$ cat src/rtl/riscv_run_controller_if.sv
// Debug command port of the run controller: valid/ready handshake with opcode and data.
interface riscv_run_controller_if;
  logic        cmd_valid;
  logic        cmd_ready;
  logic [2:0]  cmd_op;
  logic [31:0] cmd_data;

  modport master (output cmd_valid, output cmd_op, output cmd_data, input cmd_ready);
  modport slave  (input cmd_valid, input cmd_op, input cmd_data, output cmd_ready);
endinterface

$ cat src/rtl/riscv_run_controller.sv
// Run/halt/step sequencer owning the core's reset and clock enable, with a PC breakpoint.
// Optional RUNCTL_STEPCOUNT_EN: STEP executes cmd_data[15:0] cycles (0 means 1) instead of one.
module riscv_run_controller #(
  parameter int RESET_CYCLES = 4,
  parameter int CYCLE_W      = 32
) (
  input  logic                   clk,
  input  logic                   reset,
  riscv_run_controller_if.slave  cmd,
  input  logic [31:0]            i_pc,
  output logic                   o_cpu_en,
  output logic                   o_cpu_reset,
  output logic                   o_halted,
  output logic                   o_bp_hit,
  output logic [CYCLE_W-1:0]     o_cycle_count
);

  localparam int HOLD_W = (RESET_CYCLES < 2) ? 1 : $clog2(RESET_CYCLES + 1);
  localparam logic [HOLD_W-1:0] HOLD_INIT = HOLD_W'(RESET_CYCLES);

  localparam logic [2:0] OP_RUN     = 3'd1;
  localparam logic [2:0] OP_HALT    = 3'd2;
  localparam logic [2:0] OP_STEP    = 3'd3;
  localparam logic [2:0] OP_RESTART = 3'd4;
  localparam logic [2:0] OP_SET_BP  = 3'd5;
  localparam logic [2:0] OP_CLR_BP  = 3'd6;

  typedef enum logic [1:0] {S_RST_HOLD, S_HALTED, S_RUN, S_STEP} state_t;

  state_t              r_state, w_state_nxt;
  logic [HOLD_W-1:0]   r_hold, w_hold_nxt;
  logic                r_first, w_first_nxt;
  logic                r_bp_valid, w_bp_valid_nxt;
  logic [31:0]         r_bp_addr, w_bp_addr_nxt;
  logic                r_bp_hit, w_bp_hit_nxt;
  logic [CYCLE_W-1:0]  r_cycle_count;
  logic                w_clear_cc;
  logic                w_accept;
  logic                w_bp_match;
`ifdef RUNCTL_STEPCOUNT_EN
  logic [15:0]         r_remaining, w_remaining_nxt;
  logic [15:0]         w_step_count;
  assign w_step_count = (cmd.cmd_data[15:0] == 16'd0) ? 16'd1 : cmd.cmd_data[15:0];
`endif

  // first masks the breakpoint for one cycle so a resume executes the stopped instruction
  assign w_bp_match    = r_bp_valid & (i_pc == r_bp_addr) & ~r_first;
  assign cmd.cmd_ready = (r_state == S_HALTED) | (r_state == S_RUN);
  assign w_accept      = cmd.cmd_valid & cmd.cmd_ready;
  assign o_cpu_en      = ((r_state == S_RUN) | (r_state == S_STEP)) & ~w_bp_match;
  assign o_cpu_reset   = (r_state == S_RST_HOLD);
  assign o_halted      = (r_state == S_HALTED);
  assign o_bp_hit      = r_bp_hit;
  assign o_cycle_count = r_cycle_count;

  always_comb begin
    w_state_nxt    = r_state;
    w_hold_nxt     = r_hold;
    w_first_nxt    = r_first;
    w_bp_valid_nxt = r_bp_valid;
    w_bp_addr_nxt  = r_bp_addr;
    w_bp_hit_nxt   = 1'b0;
    w_clear_cc     = 1'b0;
`ifdef RUNCTL_STEPCOUNT_EN
    w_remaining_nxt = r_remaining;
`endif
    case (r_state)
      S_RST_HOLD: begin
        w_hold_nxt = r_hold - 1'b1;
        if (r_hold <= 1) w_state_nxt = S_HALTED;
      end
      S_HALTED: begin
        if (w_accept) begin
          case (cmd.cmd_op)
            OP_RUN: begin
              w_state_nxt = S_RUN;
              w_first_nxt = 1'b1;
            end
            OP_STEP: begin
              w_state_nxt = S_STEP;
              w_first_nxt = 1'b1;
`ifdef RUNCTL_STEPCOUNT_EN
              w_remaining_nxt = w_step_count;
`endif
            end
            OP_RESTART: begin
              w_state_nxt = S_RST_HOLD;
              w_hold_nxt  = HOLD_INIT;
              w_clear_cc  = 1'b1;
            end
            OP_SET_BP: begin
              w_bp_valid_nxt = 1'b1;
              w_bp_addr_nxt  = cmd.cmd_data;
            end
            OP_CLR_BP: w_bp_valid_nxt = 1'b0;
            default: ;
          endcase
        end
      end
      S_RUN: begin
        w_first_nxt = 1'b0;
        if (w_bp_match) begin
          w_state_nxt  = S_HALTED;
          w_bp_hit_nxt = 1'b1;
        end
        if (w_accept) begin
          case (cmd.cmd_op)
            OP_HALT: w_state_nxt = S_HALTED;
            OP_RESTART: begin
              w_state_nxt = S_RST_HOLD;
              w_hold_nxt  = HOLD_INIT;
              w_clear_cc  = 1'b1;
            end
            OP_SET_BP: begin
              w_bp_valid_nxt = 1'b1;
              w_bp_addr_nxt  = cmd.cmd_data;
            end
            OP_CLR_BP: w_bp_valid_nxt = 1'b0;
            default: ;
          endcase
        end
      end
      S_STEP: begin
        w_first_nxt = 1'b0;
        if (w_bp_match) begin
          w_state_nxt  = S_HALTED;
          w_bp_hit_nxt = 1'b1;
        end else begin
`ifdef RUNCTL_STEPCOUNT_EN
          w_remaining_nxt = r_remaining - 16'd1;
          if (r_remaining <= 16'd1) w_state_nxt = S_HALTED;
`else
          w_state_nxt = S_HALTED;
`endif
        end
      end
      default: w_state_nxt = S_RST_HOLD;
    endcase
  end

  always_ff @(posedge clk or posedge reset) begin
    if (reset) begin
      r_state       <= S_RST_HOLD;
      r_hold        <= HOLD_INIT;
      r_first       <= 1'b0;
      r_bp_valid    <= 1'b0;
      r_bp_addr     <= 32'd0;
      r_bp_hit      <= 1'b0;
      r_cycle_count <= '0;
`ifdef RUNCTL_STEPCOUNT_EN
      r_remaining   <= 16'd0;
`endif
    end else begin
      r_state    <= w_state_nxt;
      r_hold     <= w_hold_nxt;
      r_first    <= w_first_nxt;
      r_bp_valid <= w_bp_valid_nxt;
      r_bp_addr  <= w_bp_addr_nxt;
      r_bp_hit   <= w_bp_hit_nxt;
`ifdef RUNCTL_STEPCOUNT_EN
      r_remaining <= w_remaining_nxt;
`endif
      if (w_clear_cc)    r_cycle_count <= '0;
      else if (o_cpu_en) r_cycle_count <= r_cycle_count + 1'b1;
    end
  end

endmodule

$ cat src/flat_wrapper.sv
// flat-port wrapper written by rule: the top's interface ports become plain ports
module riscv_run_controller_flat 
#(
  parameter int RESET_CYCLES = 4,
  parameter int CYCLE_W      = 32
)
  (clk, reset, i_pc, o_cpu_en, o_cpu_reset, o_halted, o_bp_hit, o_cycle_count, cmd_cmd_valid, cmd_cmd_op, cmd_cmd_data, cmd_cmd_ready);
  riscv_run_controller_if cmd_i ();
  input  logic clk;
  input  logic reset;
  input  logic [31:0] i_pc;
  output logic o_cpu_en;
  output logic o_cpu_reset;
  output logic o_halted;
  output logic o_bp_hit;
  output logic [CYCLE_W-1:0] o_cycle_count;
  input wire logic [$bits(cmd_i.cmd_valid)-1:0] cmd_cmd_valid;
  input wire logic [$bits(cmd_i.cmd_op)-1:0] cmd_cmd_op;
  input wire logic [$bits(cmd_i.cmd_data)-1:0] cmd_cmd_data;
  output wire logic [$bits(cmd_i.cmd_ready)-1:0] cmd_cmd_ready;
  assign cmd_i.cmd_valid = cmd_cmd_valid;
  assign cmd_i.cmd_op = cmd_cmd_op;
  assign cmd_i.cmd_data = cmd_cmd_data;
  assign cmd_cmd_ready = cmd_i.cmd_ready;
  riscv_run_controller #(.RESET_CYCLES(RESET_CYCLES), .CYCLE_W(CYCLE_W)) u_core (.clk(clk), .reset(reset), .cmd(cmd_i), .i_pc(i_pc), .o_cpu_en(o_cpu_en), .o_cpu_reset(o_cpu_reset), .o_halted(o_halted), .o_bp_hit(o_bp_hit), .o_cycle_count(o_cycle_count));
endmodule
$ cat config.mk
export PLATFORM = sky130hd
export DESIGN_NAME = riscv_run_controller_flat
export DESIGN_NICKNAME = d
export VERILOG_FILES = /design/src/rtl/riscv_run_controller_if.sv /design/src/rtl/riscv_run_controller.sv /design/src/flat_wrapper.sv
export SDC_FILE = /design/constraint.sdc
export NUM_CORES = 1
export LEC_CHECK = 0
export BUFFER_PORTS_ARGS = -buffer_cell sky130_fd_sc_hd__buf_2
export CORE_ASPECT_RATIO = 0.7
export CORE_MARGIN = 3
export CORE_UTILIZATION = 48
export CTS_CLUSTER_DIAMETER = 200
export CTS_CLUSTER_SIZE = 20
export DETAILED_ROUTE_END_ITERATION = 12
export PLACE_DENSITY = 0.77
export SLEW_MARGIN = 25
export SYNTH_ARGS = -nofsm -noshare
export SYNTH_HDL_FRONTEND = slang
export SYNTH_SLANG_ARGS = --single-unit
$ cat constraint.sdc
create_clock -name clk -period 3.2 [get_ports clk]
set_input_delay 0.96 -clock clk [delete_from_list [all_inputs] [get_ports clk]]
set_output_delay 0.96 -clock clk [all_outputs]
set_load 0.05 [all_outputs]
==> results of run 1 <==
## cell families after synthesis
kind of cell               Yosys count  share of synthesized area, %
AOI/OAI and AO/OA                   59                          10.4
xor gates and xnor gates            33                          7.22
adders and majority gates            8                          2.50
buffers and inverters               24                          3.06
DFF                                 72                          45.0
muxes                               35                          9.78
and+or+nand+nor                    159                          22.0
## area by class of cell
cell class | instances | area (sq um)
clock buffers | 11 | 233
fillers | 587 | 2620
multi-input cells | 294 | 2350
inverters | 8 | 30.0
flip-flops and latches | 72 | 1800
clock inverters | 2 | 10.0
repair buffers | 134 | 797
well taps | 101 | 126
## what timing repair did
item | CTS | global route
endpoints found under the setup margin | 1 | 1
pin swaps | 14 | 1
resized for setup | 28 | 5
hold buffers | 0 | 0
endpoints found under the hold margin | 0 | 0
setup buffers | 6 | 0
## flip-flops by register name (all words and copies together) (netlist names)
signal / count
u_core.o_bp_hit: 1
u_core.o_cycle_count: 32
u_core.r_bp_addr: 32
u_core.r_bp_valid: 1
u_core.r_first: 1
u_core.r_hold: 3
u_core.r_state: 2
## routing by layer
metal  global-route usage, %  share of wire [%]  vias up
met4                    6.33               0.91        0
li1                        -                  -     1686
met5                       0                  0        -
met3                    7.72                6.2       12
met1                    31.2                 44     1773
met2                    39.1                 49      121
## power groups by stage
stage / Combinational, mW / Clock (mW) / Sequential [mW]
6_report: 2.00 / 0.865 / 1.59
5_1_grt: 2.16 / 0.924 / 1.63
4_1_cts: 1.97 / 0.883 / 1.57
3_5_place_dp: 1.80 / 0 / 1.54
3_3_place_gp: 1.75 / 0 / 1.51
2_1_floorplan: 1.11 / 0 / 1.71
## synth_stat cells, types with 2 or more instances
cell / instances
a21oi_1: 15
a21oi_2: 4
and2_1: 6
and3_1: 5
and4_1: 3
buf_1: 2
buf_2: 2
buf_6: 2
clkbuf_1: 8
dfrtp_1: 71
ha_1: 8
inv_1: 7
mux2_2: 33
mux2i_1: 2
nand2_1: 34
nand2b_1: 2
nand3_1: 14
nand4_1: 30
nor2_1: 22
nor2b_1: 2
nor3_1: 4
nor4_1: 3
o211ai_1: 6
o21ai_0: 11
o21ai_2: 7
o31ai_1: 4
or3_1: 9
or4_1: 13
or4_2: 3
xnor2_1: 33
## worst register-to-register path, stage by stage (launching register included)
cell and delay [ns]:
dfrtp_1 0.44, inv_1 0.11, ha_1 0.43, and2_0 0.33, and2_1 0.19, buf_4 0.23
or4_2 0.70, o21ai_2 0.08
## worst min-delay path by stage
stage / depth (start not counted) / end / slack (ns)
4_1_cts: 2 / u_core.r_bp_addr[27] / 0.51
6_report: 2 / u_core.r_bp_addr[27] / 0.52
2_1_floorplan: 1 / u_core.r_first / 0.49
3_3_place_gp: 1 / u_core.r_bp_addr[19] / 0.51
3_5_place_dp: 1 / u_core.r_bp_addr[19] / 0.52
5_1_grt: 2 / u_core.r_bp_addr[27] / 0.52
==> flow_metrics.tcl, run 1 <==
set metrics [dict create \
    finalWirelength_microns 10900 \
    grt_max_degree 46 \
    switching_power_mw 1.77 \
    power_mw 4.45 \
    critPathMaxFanout 2 \
    stdcell_count 622 \
    synth_edf_count 0 \
    die_h_microns 82.4 \
    fin_crit_ns 3.42 \
    antenna_found_initial 0 \
    pwr-share-seq_pct 35.6 \
    p_per_area_mw_per_mm2 833 \
    fin_area_sq_mm 0.00535 \
    setup_tns_ns -0.220 \
    cp.arrival_ns 2.46 \
    ys_ff_latch 72 \
    seq_area_frac_synth_pct 45.0 \
    hold_path.class "primary input to async pin" \
    core_sq_mm 0.00797 \
    yosysTopAreaCell "dfrtp_1" \
    path_depth 7 \
    drive_gt1_share_pct 44.5 \
    startpoint_type "primary input" \
    fmax_mhz 292 \
    irDropWorstVdd_uv 500 \
    max_stage_delay_ns 0.57 \
    final_common_cell "buf_2" \
    clock-sinks 72 \
    r2r-start "u_core.r_state[0]" \
    detailed_place_hpwl_microns 7750 \
    start_util_pct 50.2 \
    slew_viol_final 0 \
    p_clk_share_pct 19.4 \
    root_buffer "clkbuf_16" \
    crit_buf_inv 3 \
    clockBufferDepth 2 \
    setup_viol 1 \
    swShare_pct 39.7 \
    grt_pass1_vias 3506 \
    gp_congestion 0.825 \
    drc 0 \
    h-tree-depth 3 \
    antenna_cells 0 \
    cp.required_ns 2.24 \
    area_growth_pct 33.6 \
    io_pins 107 \
    syn_area_sq_mm 0.00401 \
    routed_via_density 5.77 \
    reg2reg_to "u_core.o_cycle_count[19]" \
    synth_top_cells_by_area "dfrtp_1, mux2_2, xnor2_1" \
    globalRoute.totalOverflow 0 \
    leakagePower_nw 2.49 \
    ys_warn_count 0 \
    clock_latency_ns 0.33 \
    path_class "primary input to output pin" \
    drv_cap 0 \
    cpLargestDelayFamily "simple AND/OR/NAND/NOR gates" \
    fin_util_pct 67.1 \
    ys.flop_type "dfrtp_1" \
    fin_ws_ns -0.220 \
    synth_top_cell_area_share_pct 44.4 \
    grt_pass1_wl_microns 17300 \
    synth_cell_types 55 \
    syn_nets 468 \
    clkTransAtPathRegs_ns 0.05 \
    drtIter0Drc 311 \
    r2r.worst_path.cells 7 \
    wire_per_inst_microns 17.5 \
    final_cell_mix "buf_2, dfrtp_1, nand2_1, mux2_2, nand4_1" \
    skew_ns 0.00517 \
    synthArstFlopShare_pct 100 \
    cts_tree "yes" \
    grt.total_usage_pct 24.0 \
    dieArea_sq_mm 0.00949 \
    p_int_mw 2.68 \
    crit_path_end_kind "output pin" \
    tightest_slew_ns 0.588 \
    whs_ns 0.523 \
    relSlewSlack_pct 60.8 \
    hold_viol 0 \
    post-route-period-util_pct 107 \
    slowest_stage "or4_4" \
    violations "setup timing" \
    outcome "finished, violations left" \
    first_pass_iters 5 \
    ant_nets 0 \
    io_buffers 106 \
    postPlaceCellArea_sq_mm 0.00483 \
    rsz0062_at_grt "yes" \
    rrSetupSlack_ns 0.63 \
    dp.cells 603 \
    cts_buffers 9 \
    worstPathCellList "buf_6 > xnor2_2 > nand4_1 > or4_4 > o31ai_4 > inv_2 > buf_8" \
    pre_cts_slack_ns -0.362 \
    detailroute.via_count 3592 \
    rows 27 \
    critPathLaunch "i_pc[30]" \
    syn_area_per_cell_sq_um 10.3 \
    dieWidth_microns 115 \
    endpoint "o_cpu_en" \
    comb_power_share_pct 45.0 \
    fin_nets 597 \
    synth_cells 390 \
]
Note: power is estimated with default switching activity, not from simulation.
==> inputs of run 2 (changes only) <==
--- a/config.mk
+++ b/config.mk
@@ -12,6 +12,7 @@
 export CTS_CLUSTER_DIAMETER = 200
 export CTS_CLUSTER_SIZE = 20
 export DETAILED_ROUTE_END_ITERATION = 12
+export GPL_ROUTABILITY_DRIVEN = 0
 export PLACE_DENSITY = 0.77
 export SLEW_MARGIN = 25
 export SYNTH_ARGS = -nofsm -noshare
==> constraint.sdc (replaced) <==
create_clock -name clk -period 3.2 [get_ports clk]
set_input_delay 0.64 -clock clk [delete_from_list [all_inputs] [get_ports clk]]
set_output_delay 0.64 -clock clk [all_outputs]
set_load 0.05 [all_outputs]
==> flow_metrics.tcl, run 2 (synthesized netlist as in run 1, its figures left out) <==
set metrics [dict create \
    root_buffer "clkbuf_16" \
    crit_path_end_kind "output pin" \
    cts_buffers 9 \
    num-fill-cells 671 \
    cp.arrival_ns 2.35 \
    tightest_slew_ns 0.979 \
    io_pins 107 \
    drtIter0Drc 231 \
    clock-sinks 72 \
    cp.required_ns 2.56 \
    start_util_pct 50.2 \
    irDropWorstVdd_uv 476 \
    globalRoute.totalOverflow 0 \
    finalWirelength_microns 10400 \
    cts.repair.resized 0 \
    area_growth_pct 23.3 \
    path_class "flop to output pin" \
    wire_per_inst_microns 17.3 \
    routed_via_density 5.77 \
    grt_pass1_wl_microns 16700 \
    io_buffers 106 \
    final_common_cell "buf_2" \
    slew_viol_final 0 \
    postPlaceCellArea_sq_mm 0.00464 \
    drive_gt1_share_pct 37.3 \
    final_cell_mix "buf_2, dfrtp_1, nand2_1, mux2_2, xnor2_1" \
    ant_nets 0 \
    fin_nets 577 \
    grt_pass1_vias 3266 \
    setup_tns_ns 0 \
    clockBufferDepth 2 \
    fin_util_pct 62.0 \
    fmax_mhz 334 \
    hold_path.class "primary input to async pin" \
    post-route-period-util_pct 93.5 \
    dieWidth_microns 115 \
    startpoint_type "flop" \
    skew_ns 0.00485 \
    antenna_found_initial 0 \
    leakagePower_nw 2.25 \
    detailroute.via_count 3490 \
    grt_max_degree 36 \
    met3_usage_pct 5.90 \
    grt.met2_usage_pct 33.4 \
    cts_setup_buffers 0 \
    p_per_area_mw_per_mm2 843 \
    first_pass_iters 5 \
    dieArea_sq_mm 0.00949 \
    cts_tree "yes" \
    busiest_layer "met1" \
    drc 0 \
    cts.hold.buffers_added 0 \
    detailed_place_hpwl_microns 7820 \
    fin_crit_ns 2.99 \
    critPathMaxFanout 2 \
    core_sq_mm 0.00797 \
    grt_util_met1_pct 33.7 \
    h-tree-depth 3 \
    clkTransAtPathRegs_ns 0.06 \
    outcome "completed" \
    die_h_microns 82.4 \
    relSlewSlack_pct 34.8 \
    grt.total_usage_pct 23.1 \
    fin_area_sq_mm 0.00494 \
    rsz0062_at_grt "no" \
    hold_viol 0 \
    clock_latency_ns 0.34 \
    drv_cap 0 \
    setup_viol 0 \
    antenna_cells 0 \
    rows 27 \
]
run 2: worst max-delay path, stage by stage (launching register included):
cell and delay, ns:
dfrtp_1 0.39, xnor2_1 0.33, nand3b_1 0.15, or4_1 0.60, o31ai_4 0.26, inv_2 0.06, buf_2 0.21
run 2: final timing paths:
check	slack [ns]	end	from	depth (start not counted)
max	0.21	o_cpu_en	u_core.r_bp_addr[31]	6
min	0.34	u_core.r_bp_addr[26]	reset	2
max reg2reg	0.45	u_core.o_cycle_count[15]	u_core.r_state[0]	8
min reg2reg	0.53	u_core.r_bp_addr[29]	u_core.r_bp_addr[29]	1
max in group asynchronous	2.25	u_core.r_bp_addr[12]	reset	3
min in group clk	0.53	u_core.r_bp_addr[29]	u_core.r_bp_addr[29]	1
run 2: routing by layer:
layer / part of all wire [%] / wire length [microns]
met3: 6.5 / 676
met5: 0 / 0
met2: 44 / 4560
met1: 48 / 5040
met4: 1.6 / 171
run 2: stage by stage:
step	hold WS, ns	worst slack (ns)	power [mW]	instances
after floorplan	0.494	0.514	2.73	390
after global placement	0.509	0.271	3.08	589
after detailed placement	0.516	0.252	3.15	589
after CTS	0.351	0.234	4.17	605
after global routing	0.373	0.142	4.40	605
final	0.338	0.209	4.16	605
run 2: layout make-up:
type,instances,area [sq um],share of cell area [%]
multi-input combinational,294,2080,42.1
sequential,72,1800,36.5
timing repair buffer,114,603,12.2
clock buffer,10,239,4.84
tap,101,126,2.56
clock inverter,6,58.8,1.19
inverter,8,30.0,0.608
run 2: where the power goes:
group          switching (mW)  total (mW)  internal (mW)
clock                   0.380       0.999          0.620
sequential              0.275        1.50           1.23
combinational            1.03        1.66          0.628
==> inputs of run 3 (changes only) <==
--- a/config.mk
+++ b/config.mk
@@ -13,6 +13,7 @@
 export CTS_CLUSTER_SIZE = 20
 export DETAILED_ROUTE_END_ITERATION = 12
 export GPL_ROUTABILITY_DRIVEN = 0
+export MAX_ROUTING_LAYER = met4
 export PLACE_DENSITY = 0.77
 export SLEW_MARGIN = 25
 export SYNTH_ARGS = -nofsm -noshare
==> flow_metrics.tcl, run 3 (synthesized netlist as in run 1, its figures left out) <==
set metrics [dict create \
    final_cell_mix "buf_2, dfrtp_1, nand2_1, mux2_2, xnor2_1" \
    ant_nets 0 \
    drive_gt1_share_pct 37.3 \
    postPlaceCellArea_sq_mm 0.00464 \
    drv_cap 0 \
    cts_buffers 9 \
    hold_viol 0 \
    post-route-period-util_pct 93.0 \
    globalRoute.totalOverflow 0 \
    detailed_place_hpwl_microns 7820 \
    worstPathCellList "xnor2_1 > nand4_1 > or4_1 > o31ai_4 > inv_2 > buf_2" \
    area_growth_pct 23.3 \
    io_buffers 106 \
    detailroute.via_count 3506 \
    critPathLaunch "u_core.r_bp_addr[1]" \
    max_stage_delay_ns 0.57 \
    grt_max_degree 36 \
    setup_tns_ns 0 \
    whs_ns 0.340 \
    rrSetupSlack_ns 0.45 \
    clkTransAtPathRegs_ns 0.06 \
    clock-sinks 72 \
    root_buffer "clkbuf_16" \
    leakagePower_nw 2.25 \
    h-tree-depth 3 \
    reg2reg_to "u_core.o_cycle_count[15]" \
    grt_pass1_vias 3264 \
    tightest_slew_ns 0.983 \
    fin_area_sq_mm 0.00494 \
    hold_path.class "primary input to async pin" \
    fin_nets 577 \
    setup_viol 0 \
    fin_crit_ns 2.97 \
    io_pins 107 \
    crit_buf_inv 2 \
    clockBufferDepth 2 \
    cts.hold.buffers_added 0 \
    r2r.worst_path.cells 8 \
    fmax_mhz 336 \
    outcome "completed" \
    irDropWorstVdd_uv 476 \
    cpLargestDelayFamily "simple AND/OR/NAND/NOR gates" \
    routed_via_density 5.80 \
    dieArea_sq_mm 0.00949 \
    skew_ns 0.00483 \
    relSlewSlack_pct 34.5 \
    rsz0062_at_grt "no" \
    r2r-start "u_core.r_state[0]" \
    grt.total_usage_pct 23.7 \
    cts_tree "yes" \
    clock_latency_ns 0.33 \
    cts_setup_buffers 0 \
    path_class "flop to output pin" \
    drc 0 \
    core_sq_mm 0.00797 \
    cts.repair.resized 0 \
    endpoint "o_cpu_en" \
    crit_path_end_kind "output pin" \
    cp.required_ns 2.56 \
    first_pass_iters 5 \
    grt_pass1_wl_microns 16600 \
    drtIter0Drc 222 \
    startpoint_type "flop" \
    p_per_area_mw_per_mm2 843 \
    slowest_stage "or4_1" \
    dieWidth_microns 115 \
    start_util_pct 50.2 \
    cp.arrival_ns 2.33 \
    final_common_cell "buf_2" \
    die_h_microns 82.4 \
    antenna_cells 0 \
    antenna_found_initial 0 \
    critPathMaxFanout 2 \
    rows 27 \
    slew_viol_final 0 \
    finalWirelength_microns 10500 \
    power_mw 4.17 \
    wire_per_inst_microns 17.3 \
    path_depth 6 \
]
run 3: power by group:
| group | switching [mW] | internal (mW) | leakage [nW] | total, mW |
|---|---|---|---|---|
| combinational | 1.03 | 0.628 | 1.17 | 1.66 |
| clock | 0.382 | 0.620 | 0.152 | 1.00 |
| sequential | 0.276 | 1.23 | 0.924 | 1.50 |
| total | 1.69 | 2.48 | 2.25 | 4.17 |
run 3: routing by layer:
layer / share of wire (%) / vias to the layer above / GRT usage, % / wire [microns]
met5: 0 / - / - / 0
met4: 1.4 / 0 / 6.10 / 146
met3: 8.0 / 16 / 6.34 / 839
met2: 44 / 131 / 33.4 / 4560
met1: 47 / 1706 / 33.9 / 4920
li1: - / 1653 / - / -
run 3: how the worst min path moves through the flow:
stage | start | endpoint
finish | reset | u_core.r_bp_addr[26]
global route | reset | u_core.r_bp_addr[1]
CTS | reset | u_core.r_bp_addr[0]
detailed placement | u_core.r_first | u_core.r_first
global placement | u_core.r_bp_addr[2] | u_core.r_bp_addr[2]
floorplan | u_core.r_first | u_core.r_first
run 3: worst register-to-register path: stages, from the launching register on:
cell and delay, ns:
dfrtp_1 0.42, inv_1 0.10, ha_1 0.48, and2_0 0.34, and2_1 0.83, buf_4 0.29
nor2_1 0.05, nand3_1 0.08, nand2_1 0.05
run 3: layout make-up:
type	count	area [sq um]
fill	671	3030
multi-input combinational	294	2080
sequential	72	1800
timing repair buffer	114	603
clock buffer	10	239
tap	101	126
clock inverter	6	58.8
inverter	8	30.0
run 3: per-stage QoR:
stage               utilization [%]  setup slack [ns]  instances
finish                         62.0             0.225        605
global route                   62.0             0.142        605
CTS                            62.0             0.234        605
detailed placement             58.2             0.252        589
global placement               58.2             0.271        589
floorplan                         -             0.514        390
